### src/rtl/rv_pkg.sv
// rv_pkg: shared RV32I opcode constants and hazard controller state type
package rv_pkg;
  localparam logic [6:0] OP_R      = 7'b0110011;
  localparam logic [6:0] OP_IMM    = 7'b0010011;
  localparam logic [6:0] OP_LOAD   = 7'b0000011;
  localparam logic [6:0] OP_STORE  = 7'b0100011;
  localparam logic [6:0] OP_BRANCH = 7'b1100011;
  localparam logic [6:0] OP_JAL    = 7'b1101111;
  localparam logic [6:0] OP_JALR   = 7'b1100111;
  localparam logic [6:0] OP_LUI    = 7'b0110111;
  typedef enum logic [1:0] {RUN, MEM_WAIT, ERROR} hazard_state_t;
endpackage

### src/rtl/reg_use_decode.sv
// reg_use_decode: extracts source register fields and whether the opcode reads them
module reg_use_decode import rv_pkg::*; (
  input  logic [31:0] instr,
  output logic [4:0]  rs1,
  output logic [4:0]  rs2,
  output logic        uses_rs1,
  output logic        uses_rs2
);
  logic [6:0] op;
  logic       unused_bits;
  assign op          = instr[6:0];
  assign rs1         = instr[19:15];
  assign rs2         = instr[24:20];
  assign unused_bits = ^{instr[31:25], instr[14:7]};
  assign uses_rs1    = op inside {OP_R, OP_IMM, OP_LOAD, OP_STORE, OP_BRANCH, OP_JALR};
  assign uses_rs2    = op inside {OP_R, OP_STORE, OP_BRANCH};
endmodule

### src/rtl/hazard_ctrl.sv
// hazard_ctrl: load-use stalls, redirect flushes and memory freeze with timeout watchdog
module hazard_ctrl import rv_pkg::*; #(
  parameter int MEM_TIMEOUT = 16,
  parameter int CNT_W       = 32
) (
  input  logic             clk,
  input  logic             rst_n,
  input  logic [31:0]      if_id_instr,
  input  logic             id_ex_mem_read,
  input  logic [4:0]       id_ex_rd,
  input  logic             ex_redirect,
  input  logic             dmem_req,
  input  logic             dmem_ready,
  output logic             pc_en,
  output logic             if_id_en,
  output logic             id_ex_en,
  output logic             ex_mem_en,
  output logic             mem_wb_en,
  output logic             pc_sel_redirect,
  output logic             if_id_flush,
  output logic             id_ex_bubble,
  output logic             mem_err,
  output logic [CNT_W-1:0] stall_count,
  output logic [CNT_W-1:0] flush_count
);
  hazard_state_t state;
  logic [7:0]    wait_cnt;
  logic [4:0]    rs1, rs2;
  logic          uses_rs1, uses_rs2;
  logic          freeze, load_use, active, redirect_act, stall_cyc;

  reg_use_decode u_dec (
    .instr    (if_id_instr),
    .rs1      (rs1),
    .rs2      (rs2),
    .uses_rs1 (uses_rs1),
    .uses_rs2 (uses_rs2)
  );

  assign freeze       = dmem_req && !dmem_ready;
  assign load_use     = id_ex_mem_read && id_ex_rd != 5'd0 &&
                        ((uses_rs1 && rs1 == id_ex_rd) || (uses_rs2 && rs2 == id_ex_rd));
  assign active       = state != ERROR;
  assign redirect_act = active && !freeze && ex_redirect;
  assign stall_cyc    = active && (freeze || (load_use && !ex_redirect));

  // pipeline control decision: reset NOPs, then freeze > redirect > load-use > run
  always_comb begin
    {pc_en, if_id_en, id_ex_en, ex_mem_en, mem_wb_en} = 5'b11111;
    pc_sel_redirect = 1'b0;
    if_id_flush     = 1'b0;
    id_ex_bubble    = 1'b0;
    if (!rst_n) begin
      {pc_en, if_id_en, id_ex_en, ex_mem_en, mem_wb_en} = 5'b00000;
      if_id_flush  = 1'b1;
      id_ex_bubble = 1'b1;
    end else if (!active || freeze) begin
      {pc_en, if_id_en, id_ex_en, ex_mem_en, mem_wb_en} = 5'b00000;
    end else if (ex_redirect) begin
      pc_sel_redirect = 1'b1;
      if_id_flush     = 1'b1;
      id_ex_bubble    = 1'b1;
    end else if (load_use) begin
      pc_en        = 1'b0;
      if_id_en     = 1'b0;
      id_ex_bubble = 1'b1;
    end
  end

  // freeze watchdog: count consecutive frozen cycles, lock into ERROR on timeout
  always_ff @(posedge clk or negedge rst_n) begin
    if (!rst_n) begin
      state    <= RUN;
      wait_cnt <= '0;
      mem_err  <= 1'b0;
    end else begin
      case (state)
        RUN: if (freeze) begin
          state    <= MEM_WAIT;
          wait_cnt <= 8'd1;
        end
        MEM_WAIT: if (!freeze) begin
          state    <= RUN;
          wait_cnt <= '0;
        end else if (wait_cnt == 8'(MEM_TIMEOUT - 1)) begin
          state   <= ERROR;
          mem_err <= 1'b1;
        end else begin
          wait_cnt <= wait_cnt + 8'd1;
        end
        default: mem_err <= 1'b1;
      endcase
    end
  end

  // saturating performance counters
  always_ff @(posedge clk or negedge rst_n) begin
    if (!rst_n) begin
      stall_count <= '0;
      flush_count <= '0;
    end else begin
      if (stall_cyc && !(&stall_count)) stall_count <= stall_count + CNT_W'(1);
      if (redirect_act && !(&flush_count)) flush_count <= flush_count + CNT_W'(1);
    end
  end
endmodule

### config.mk
export PLATFORM = sky130hd
export DESIGN_NAME = hazard_ctrl
export DESIGN_NICKNAME = d
export VERILOG_FILES = /design/src/rtl/rv_pkg.sv /design/src/rtl/reg_use_decode.sv /design/src/rtl/hazard_ctrl.sv
export SDC_FILE = /design/constraint.sdc
export NUM_CORES = 1
export LEC_CHECK = 0
export BUFFER_PORTS_ARGS = -buffer_cell sky130_fd_sc_hd__buf_2
export CAP_MARGIN = 0
export CORE_MARGIN = 2
export CORE_UTILIZATION = 45
export DETAILED_ROUTE_END_ITERATION = 7
export HOLD_SLACK_MARGIN = 0.06
export PLACE_DENSITY_LB_ADDON = 0.05
export REMOVE_ABC_BUFFERS = 1
export SLEW_MARGIN = 40
export SYNTH_ARGS = -nofsm -noshare
export SYNTH_HDL_FRONTEND = slang
export SYNTH_SLANG_ARGS = --single-unit
### constraint.sdc
create_clock -name clk -period 1.9 [get_ports clk]
set_input_delay 0.38 -clock clk [delete_from_list [all_inputs] [get_ports clk]]
set_output_delay 0.38 -clock clk [all_outputs]
set_load 0.02 [all_outputs]
==> results of run 1 <==
[state kept, by name, summed over array words and instances (netlist names)]
register	flops
stall_count	32
state	2
wait_cnt	8
flush_count	32
mem_err	1
[final timing paths]
check                                           start                           to  cells after the start  slack, ns
min reg2reg                       mem_err$_DFFE_PN0P_          mem_err$_DFFE_PN0P_                      1       0.48
max reg2reg                stall_count[5]$_DFFE_PN0P_  stall_count[31]$_DFFE_PN0P_                      7       0.07
min                                             rst_n          mem_err$_DFFE_PN0P_                      2       0.18
max in group asynchronous                       rst_n  flush_count[17]$_DFFE_PN0P_                      4       0.50
max                                       id_ex_rd[1]                     if_id_en                      6      -0.17
min in group clk                  mem_err$_DFFE_PN0P_          mem_err$_DFFE_PN0P_                      1       0.48
[per-layer routing]
metal | vias to the layer above | share of wire (%)
met1 | 1713 | 45
met4 | 0 | 1.8
met3 | 13 | 4.4
met2 | 94 | 49
li1 | 1734 | -
met5 | - | 0
[layout make-up]
class	instances	area [sq um]
Sequential cell	75	1880
Timing Repair Buffer	178	1210
Multi-Input combinational cell	293	2270
Inverter	5	18.8
Tap cell	108	135
Clock inverter	5	37.5
Clock buffer	11	141
Fill cell	763	3120
[cells by family (layout without fill, tap and decap cells)]
family,after synthesis,in the layout
AO/OA/AOI/OAI,26,26
XOR/XNOR,73,73
adder cells (fa/ha/maj),3,3
buffers and inverters,19,199
flip-flops,75,75
multiplexers,2,2
AND/OR/NAND/NOR,188,189
[cell usage after synthesis, types with 2 or more instances]
| master | number |
|---|---|
| a21oi_1 | 4 |
| and2_1 | 9 |
| and3_1 | 15 |
| and3_4 | 2 |
| and4_1 | 8 |
| buf_12 | 3 |
| buf_2 | 2 |
| buf_4 | 5 |
| clkbuf_1 | 3 |
| dfrtp_1 | 75 |
| ha_1 | 3 |
| inv_1 | 5 |
| nand2_1 | 26 |
| nand2b_1 | 3 |
| nand3_1 | 32 |
| nand4_1 | 19 |
| nor2_1 | 24 |
| nor2b_1 | 3 |
| nor3_1 | 4 |
| nor3_2 | 18 |
| nor4_1 | 8 |
| nor4_2 | 2 |
| nor4b_2 | 2 |
| o21ai_0 | 10 |
| o22ai_1 | 2 |
| o31ai_1 | 2 |
| or3_1 | 2 |
| or4_1 | 2 |
| xnor2_1 | 30 |
| xor2_1 | 43 |
[timing repair]
action                                  4_1_cts  5_1_grt
endpoints found under the setup margin        9       77
pin swaps                                     3       15
cloned                                        0        1
endpoints found under the hold margin         2        0
hold buffers                                  3        0
gates resized for setup                      17       34
buffers inserted                              2        5
[power by group through the flow]
stage / clock [mW] / sequential, mW / combinational [mW]
2_1_floorplan: 0 / 2.05 / 0.327
3_3_place_gp: 0 / 1.86 / 0.998
3_5_place_dp: 0 / 1.87 / 1.01
4_1_cts: 1.17 / 1.84 / 1.04
5_1_grt: 1.23 / 1.85 / 1.17
6_report: 1.13 / 1.83 / 1.07
==> impl_metrics.tcl, run 1 <==
set metrics [dict create \
    yosys.area.top_type "dfrtp_1" \
    syn2layout_area_growth_pct 37.9 \
    setup_ws_ns -0.170 \
    dpl.hpwl_mm 7.03 \
    fin_crit_sh_pct 109 \
    htree_levels 3 \
    tightest_slew_ns 0.650 \
    final_common_cell "buf_2" \
    synth-xor-area-share_pct 15.5 \
    power_density_mw_per_mm2 709 \
    switching_share_pct 32.7 \
    p_switching_mw 1.32 \
    yosysWarnings 0 \
    synthArstFlopShare_pct 100 \
    vias 3554 \
    yosysSeqAreaShare_pct 45.5 \
    cts.reportedPaths.clkPinSlew_ns 0.08 \
    ys_ff_latch 75 \
    crit_type "input port to output port" \
    fp.dieH_um 99.7 \
    start_kind "input port" \
    die-area_sq_mm 0.00994 \
    post-place-ws_ns -0.282 \
    final_antenna_net_count 0 \
    cpPeakStageDelay_ns 0.53 \
    synth_ff_type "dfrtp_1" \
    ir_worst_vdd_mv 0.474 \
    final.setup.tns_ns -0.475 \
    crit_required_ns 1.52 \
    holdWs_ns 0.185 \
    slew_viol_final 0 \
    mostFrequentLayoutCells "buf_2 (93), dfrtp_1 (75), buf_4 (70), xor2_1 (43), nand3_1 (32)" \
    critPathCaptureType "output port" \
    syn_inst 386 \
    layout-drive-gt1-share_pct 43.6 \
    path_buf_inv 2 \
    overflow 0 \
    critPathMaxFanout 3 \
    hold_path.class "input port to async pin" \
    synth_cell_types 50 \
    place_area_sq_mm 0.00522 \
    routabilityCongestion 0.824 \
    synthAdderAreaFrac_pct 0.911 \
    cts_made_buffers 9 \
    leakage_nw 2.94 \
    coreArea_sq_mm 0.00881 \
    synth.area.top_cells "dfrtp_1 (46%), xor2_1 (9.1%), xnor2_1 (6.4%), nor3_2 (4.4%), nand3_1 (3.9%)" \
    antenna_found_initial 0 \
    finalSetupViolations 3 \
    grt_util_met3_pct 3.94 \
    num_io_pins 116 \
    fin_nets 608 \
    grt-busiest-layer "met2" \
    clock_path_buffers 2 \
    drt-initial-drc-count 89 \
    clock_sinks 75 \
    wirelength_mm 9.76 \
    synth.avg_cell_area_sq_um 10.7 \
    use_met2_pct 33.4 \
    diodes 0 \
    fp.dieW_um 99.7 \
    grt_pass1_wl_mm 15.9 \
    seqPwrFrac_pct 45.4 \
    crit_family "simple AND/OR/NAND/NOR gates" \
    utilization_pct 64.6 \
    p_int_mw 2.71 \
    ctsRootBufferMaster "clkbuf_8" \
    finClkSkew_ns 0.0100 \
    final_cells 675 \
    synth_top_area_share_pct 45.5 \
    synth_compound_area_share_pct 4.61 \
    stdcell_area_sq_mm 0.00569 \
    synth-edff-count 0 \
    cts_tree "done" \
    slowest_stage "or4_4" \
    p_comb_share_pct 26.6 \
    p_clk_share_pct 28.0 \
    initial_core_util_pct 46.8 \
    rsz0062_at_grt "true" \
    critPathArrivalTime_ns 1.69 \
    slew_headroom_pct 56.7 \
    post_drt_wl_per_cell_um 14.5 \
    period_needed_ns 2.07 \
    gr-usage-all-layers_pct 19.7 \
    max_freq_mhz 483 \
    viasPerCell 5.27 \
    drc 0 \
    status "complete, but fails checks" \
    finalPower_mw 4.03 \
    violations "setup timing" \
    max-cap-violations 0 \
    dr.pass1.iters 4 \
    hold_viol 0 \
    placementRows 34 \
    insertion_delay_ns 0.34 \
    synthMuxAreaShare_pct 0.638 \
    grt_pass1_vias 3362 \
    synth_top_family_by_area "simple AND/OR/NAND/NOR gates" \
    worstPathCellList "buf_8 -> or4_4 -> o211ai_1 -> nand2b_4 -> o21a_1 -> buf_6" \
    grt_max_degree 52 \
    dpl.cell_count 650 \
    syn-cell-area_sq_mm 0.00412 \
    portBuffers 100 \
    met1_usage_pct 25.4 \
    synth_simple_gate_area_share_pct 29.2 \
]
Power figures use the tool's default switching activity.
==> run 2, diff against run 1 <==
Settings changed: CTS_CLUSTER_DIAMETER set to 60, REMOVE_ABC_BUFFERS 1 to not set.
==> run 2 against run 1 <==
  * Routed wire length grew 1.3%
  * Sequential cell count is the same
  * Register-to-register slack lost 0.06 ns
  * Final cell count shrank 1.2%
  * Clock skew grew 0.0048 ns
  * Fmax grew 0.70%
  * Largest power group unchanged
  * Via count shrank 0.87%
  * Total power grew 6.0%
  * Utilization grew 1.0 points
  * First-iteration DRC count grew 53%
  * Global-route usage grew 0.13 points
  * Critical endpoint is now id_ex_bubble
  * Highest routed layer is now met5
  * The run still ends with setup timing left
  * Final area grew 1.6%
==> impl_metrics.tcl, run 2 (synthesis gave the netlist of run 1 again) <==
set metrics [dict create \
    drt-initial-drc-count 136 \
    ctsRootBufferMaster "clkbuf_8" \
    post_drt_wl_per_cell_um 14.8 \
    crit_type "input port to output port" \
    start_kind "input port" \
    coreArea_sq_mm 0.00881 \
    wirelength_mm 9.89 \
    seqPwrFrac_pct 43.1 \
    tightest_slew_ns 0.586 \
    vias 3523 \
    crit_required_ns 1.52 \
    critPathMaxFanout 2 \
    utilization_pct 65.6 \
    syn2layout_area_growth_pct 40.1 \
    reg_top3 "flush_count x32, stall_count x32, wait_cnt x8" \
    num_io_pins 116 \
    finalPower_mw 4.27 \
    slowest_stage "or4_4" \
    drc 0 \
    die-area_sq_mm 0.00994 \
    initial_core_util_pct 46.8 \
    fp.dieW_um 99.7 \
    max_freq_mhz 487 \
    critPathArrivalTime_ns 1.68 \
    grt_pass1_wl_mm 15.9 \
    rsz0062_at_grt "true" \
    slew_viol_final 0 \
    htree_levels 3 \
    viasPerCell 5.28 \
    final_antenna_net_count 0 \
    layout-drive-gt1-share_pct 44.9 \
    final_common_cell "buf_2" \
    insertion_delay_ns 0.35 \
    finClkSkew_ns 0.0148 \
    p_comb_share_pct 25.1 \
    worstPathCellList "buf_6 -> or4_4 -> o211ai_1 -> nand2b_4 -> o311ai_4 -> buf_6" \
    cts.reportedPaths.clkPinSlew_ns 0.09 \
    post-place-ws_ns -0.230 \
    cts_tree "done" \
    critPathCaptureType "output port" \
    p_switching_mw 1.32 \
    ir_worst_vdd_mv 0.610 \
    cpMostUsedCell "buf_6" \
    clock_path_buffers 2 \
    clock_sinks 75 \
    switching_share_pct 31.0 \
    fin_crit_sh_pct 108 \
    p_clk_share_pct 31.8 \
    violations "setup timing" \
    crit_family "simple AND/OR/NAND/NOR gates" \
    path_buf_inv 2 \
    dr.pass1.iters 4 \
    syn_nets 432 \
    fin_nets 600 \
    cpPeakStageDelay_ns 0.52 \
    mostFrequentLayoutCells "buf_2 (94), dfrtp_1 (68), buf_4 (59), xor2_1 (43), nand3_1 (32)" \
    routabilityCongestion 0.803 \
    gr-usage-all-layers_pct 19.9 \
    hold_viol 0 \
    power_density_mw_per_mm2 740 \
    placementRows 34 \
    fp.dieH_um 99.7 \
    period_needed_ns 2.06 \
    setup_ws_ns -0.155 \
    portBuffers 100 \
    hold_path.class "input port to async pin" \
    grt_max_degree 64 \
    overflow 0 \
    max-cap-violations 0 \
    p_int_mw 2.95 \
    finalSetupViolations 17 \
    leakage_nw 2.92 \
    cts_made_buffers 9 \
    diodes 0 \
    dpl.hpwl_mm 7.03 \
    slew_headroom_pct 60.9 \
    antenna_found_initial 1 \
    grt_pass1_vias 3314 \
    status "complete, but fails checks" \
]
## run 2: area by class of cell
class                           instances  area (sq um)
Multi-Input combinational cell        292          2330
Tap cell                              108           135
Timing Repair Buffer                  171          1190
Clock buffer                           10           128
Clock inverter                          6          90.1
Sequential cell                        75          1890
Inverter                                5          18.8
Fill cell                             749          3030
## run 2: through the flow
stage               instances  hold WS (ns)  TNS (ns)  instance area, sq um
floorplan                 386        0.0844     -2.31                  4150
detailed placement        643         0.249     -6.77                  5210
finish                    667         0.163    -0.667                  5780
CTS                       663         0.284    -0.557                  5530
global route              667         0.231     -2.84                  5780
global placement          643         0.245     -6.36                  5210
## run 2: per-layer routing
layer	global-route usage [%]	routed length [um]	up-vias
met5	0	12	-
met4	6.32	122	2
met3	4.71	521	15
met2	32.0	4750	109
met1	26.6	4480	1687
li1	-	-	1710
## run 2: power by group through the flow
stage | Clock, mW | Sequential [mW] | Combinational (mW)
3_5_place_dp | 0 | 1.87 | 1.02
3_3_place_gp | 0 | 1.87 | 0.996
5_1_grt | 1.47 | 1.87 | 1.16
6_report | 1.36 | 1.84 | 1.07
4_1_cts | 1.39 | 1.84 | 1.03
2_1_floorplan | 0 | 2.05 | 0.350
## run 2: repair_timing
action,CTS,global route
endpoints found under the setup margin,7,64
gates resized for setup,15,42
setup buffers,3,4
endpoints found under the hold margin,12,0
pin swaps,7,16
hold buffers,1,0
gates cloned,0,1
## run 2: worst paths after layout
kind	from	cells past startpoint	slack, ns	end
setup / recovery	id_ex_rd[1]	6	-0.16	id_ex_bubble
min in group clk	stall_count[19]$_DFFE_PN0P_	1	0.48	stall_count[19]$_DFFE_PN0P_
hold / removal	rst_n	2	0.16	flush_count[31]$_DFFE_PN0P_
hold reg to reg	stall_count[19]$_DFFE_PN0P_	1	0.48	stall_count[19]$_DFFE_PN0P_
max in group asynchronous	rst_n	2	0.91	flush_count[10]$_DFFE_PN0P_
setup reg to reg	stall_count[8]$_DFFE_PN0P_	7	0.01	stall_count[16]$_DFFE_PN0P_
==> run 3, diff against run 2 <==
Settings changed: SETUP_SLACK_MARGIN set to 0.4.
==> run 3 against run 2 <==
  * Sequential power rose by 2%
  * Routed wire length rose by 20%
  * Critical endpoint unchanged
  * Combinational power rose by 36%
  * The run still ends with setup timing left
  * Clock skew fell by 0.0049 ns
  * Final area rose by 18%
  * Die area did not move
  * Critical path depth did not move
  * Fmax rose by 0.42%
  * Global-route usage rose by 3.0 points
==> impl_metrics.tcl, run 3 (synthesis gave the netlist of run 1 again) <==
set metrics [dict create \
    vias 3779 \
    ir_worst_vdd_mv 0.532 \
    critPathCaptureType "output port" \
    placementRows 34 \
    grt_pass1_vias 3778 \
    fp.dieH_um 99.7 \
    final_antenna_net_count 0 \
    status "complete, but fails checks" \
    gr-usage-all-layers_pct 22.9 \
    drt-initial-drc-count 106 \
    wirelength_mm 11.9 \
    finClkSkew_ns 0.00990 \
    crit_required_ns 1.52 \
    rsz0062_at_grt "true" \
    max_freq_mhz 489 \
    critPathMaxFanout 2 \
    post_drt_wl_per_cell_um 16.6 \
    grt_pass1_wl_mm 18.1 \
    cpPeakStageDelay_ns 0.52 \
    max-cap-violations 0 \
    fp.dieW_um 99.7 \
    switching_share_pct 32.6 \
    overflow 0 \
    setup_ws_ns -0.147 \
    diodes 0 \
    viasPerCell 5.27 \
    antenna_found_initial 1 \
    drc 0 \
    hold_viol 0 \
    fin_nets 650 \
    r2r_start "stall_count[6]$_DFFE_PN0P_" \
    tightest_slew_ns 0.548 \
    slew_viol_final 0 \
    final_cells 717 \
    initial_core_util_pct 46.8 \
    cts.reportedPaths.clkPinSlew_ns 0.09 \
    r2r_slack_ns -0.06 \
    dpl.cell_count 635 \
    endpoint "id_ex_bubble" \
    clock_sinks 75 \
    die-area_sq_mm 0.00994 \
    critPathArrivalTime_ns 1.67 \
    cts_made_buffers 9 \
    dr.pass1.iters 4 \
    post-place-ws_ns -0.295 \
    slowest_stage "or4_4" \
    final_common_cell "buf_4" \
    dpl.hpwl_mm 7.06 \
    utilization_pct 77.6 \
    worstPathCellList "buf_6 -> or4_4 -> o211ai_1 -> nand2b_4 -> o311ai_4 -> buf_6" \
    cts_tree "done" \
    finalSetupViolations 35 \
    power_density_mw_per_mm2 673 \
    reg_top3 "flush_count x32, stall_count x32, wait_cnt x8" \
    seqPwrFrac_pct 40.9 \
    period_needed_ns 2.05 \
    slew_headroom_pct 63.5 \
    final.setup.tns_ns -3.39 \
    p_int_mw 3.10 \
    p_comb_share_pct 31.8 \
    coreArea_sq_mm 0.00881 \
    syn2layout_area_growth_pct 65.7 \
    ff2ff_path_depth 7 \
    insertion_delay_ns 0.35 \
    startpoint "id_ex_rd[1]" \
    portBuffers 100 \
    cpMostUsedCell "buf_6" \
    start_kind "input port" \
    syn_nets 432 \
    r2r-end "stall_count[16]$_DFFE_PN0P_" \
    mostFrequentLayoutCells "buf_4 (85), buf_2 (83), dfrtp_1 (47), buf_6 (44), xor2_1 (43)" \
    fin_crit_sh_pct 108 \
    clock_path_buffers 2 \
    hold_path.class "input port to async pin" \
    layout-drive-gt1-share_pct 62.6 \
    violations "setup timing" \
    grt_max_degree 62 \
    p_switching_mw 1.50 \
    num_io_pins 116 \
    ctsRootBufferMaster "clkbuf_8" \
    crit_type "input port to output port" \
    leakage_nw 3.34 \
    p_clk_share_pct 27.3 \
    routabilityCongestion 0.871 \
    htree_levels 3 \
]
==> run 3: cell types whose count changed in the layout (fill, tap and decap cells not counted), sizes merged <==
cell,previous run,this run
buf,169,219
clkinv,3,5
bufinv,2,1
clkbuf,11,10
clkinvlp,1,0
nand2,26,27
==> run 3: cell type report <==
type / count / area [sq um]
well taps: 108 / 135
flip-flops and latches: 75 / 1910
clock buffers: 10 / 128
multi-input cells: 293 / 2860
fillers: 590 / 1980
inverters: 5 / 18.8
clock inverters: 6 / 66.3
repair buffers: 220 / 1710
==> run 3: worst min path at each step <==
stage,start,to,slack (ns),depth (start not counted)
global placement,rst_n,flush_count[2]$_DFFE_PN0P_,0.37,2
floorplan,rst_n,flush_count[0]$_DFFE_PN0P_,0.08,0
detailed placement,rst_n,flush_count[21]$_DFFE_PN0P_,0.38,2
global route,rst_n,flush_count[22]$_DFFE_PN0P_,0.21,2
CTS,rst_n,flush_count[22]$_DFFE_PN0P_,0.27,2
finish,rst_n,stall_count[30]$_DFFE_PN0P_,0.17,2
==> run 3: metrics by stage <==
stage,total power [mW],area [sq um],hold WS (ns)
after floorplan,2.46,4360,0.0844
after global placement,2.88,5320,0.373
after detailed placement,2.90,5320,0.380
after CTS,4.36,6330,0.270
after global routing,4.81,6830,0.211
final,4.60,6830,0.169
==> run 3: repair_timing <==
item | 4_1_cts | 5_1_grt
endpoints found under the setup margin | 82 | 85
gates cloned | 2 | 0
pin swaps | 77 | 47
buffers inserted | 38 | 25
hold buffers | 1 | 0
hold endpoints to repair | 14 | 0
gates resized for setup | 101 | 62
==> run 3: power groups by stage <==
stage                     Clock [mW]  Combinational, mW  Sequential (mW)
after global placement             0              0.973             1.91
after detailed placement           0              0.985             1.91
after CTS                       1.28               1.21             1.86
after global routing            1.35               1.56             1.90
after floorplan                    0              0.383             2.08
final                           1.26               1.46             1.88
==> run 3: worst max-delay path, delay by kind of cell <==
kind / cells / cell delay [ns]
buffers and inverters: 2 / 0.25
AND/OR/NAND/NOR: 2 / 0.71
AO/OA/AOI/OAI: 2 / 0.32
==> run 3: per-layer routing <==
layer | wire length, um | up-vias | share of wire, % | track usage [%]
li1 | - | 1812 | - | -
met1 | 5040 | 1845 | 42 | 29.8
met2 | 6120 | 101 | 51 | 38.4
met3 | 553 | 19 | 4.6 | 5.48
met4 | 171 | 2 | 1.4 | 6.43
met5 | 11 | - | 0.092 | 0
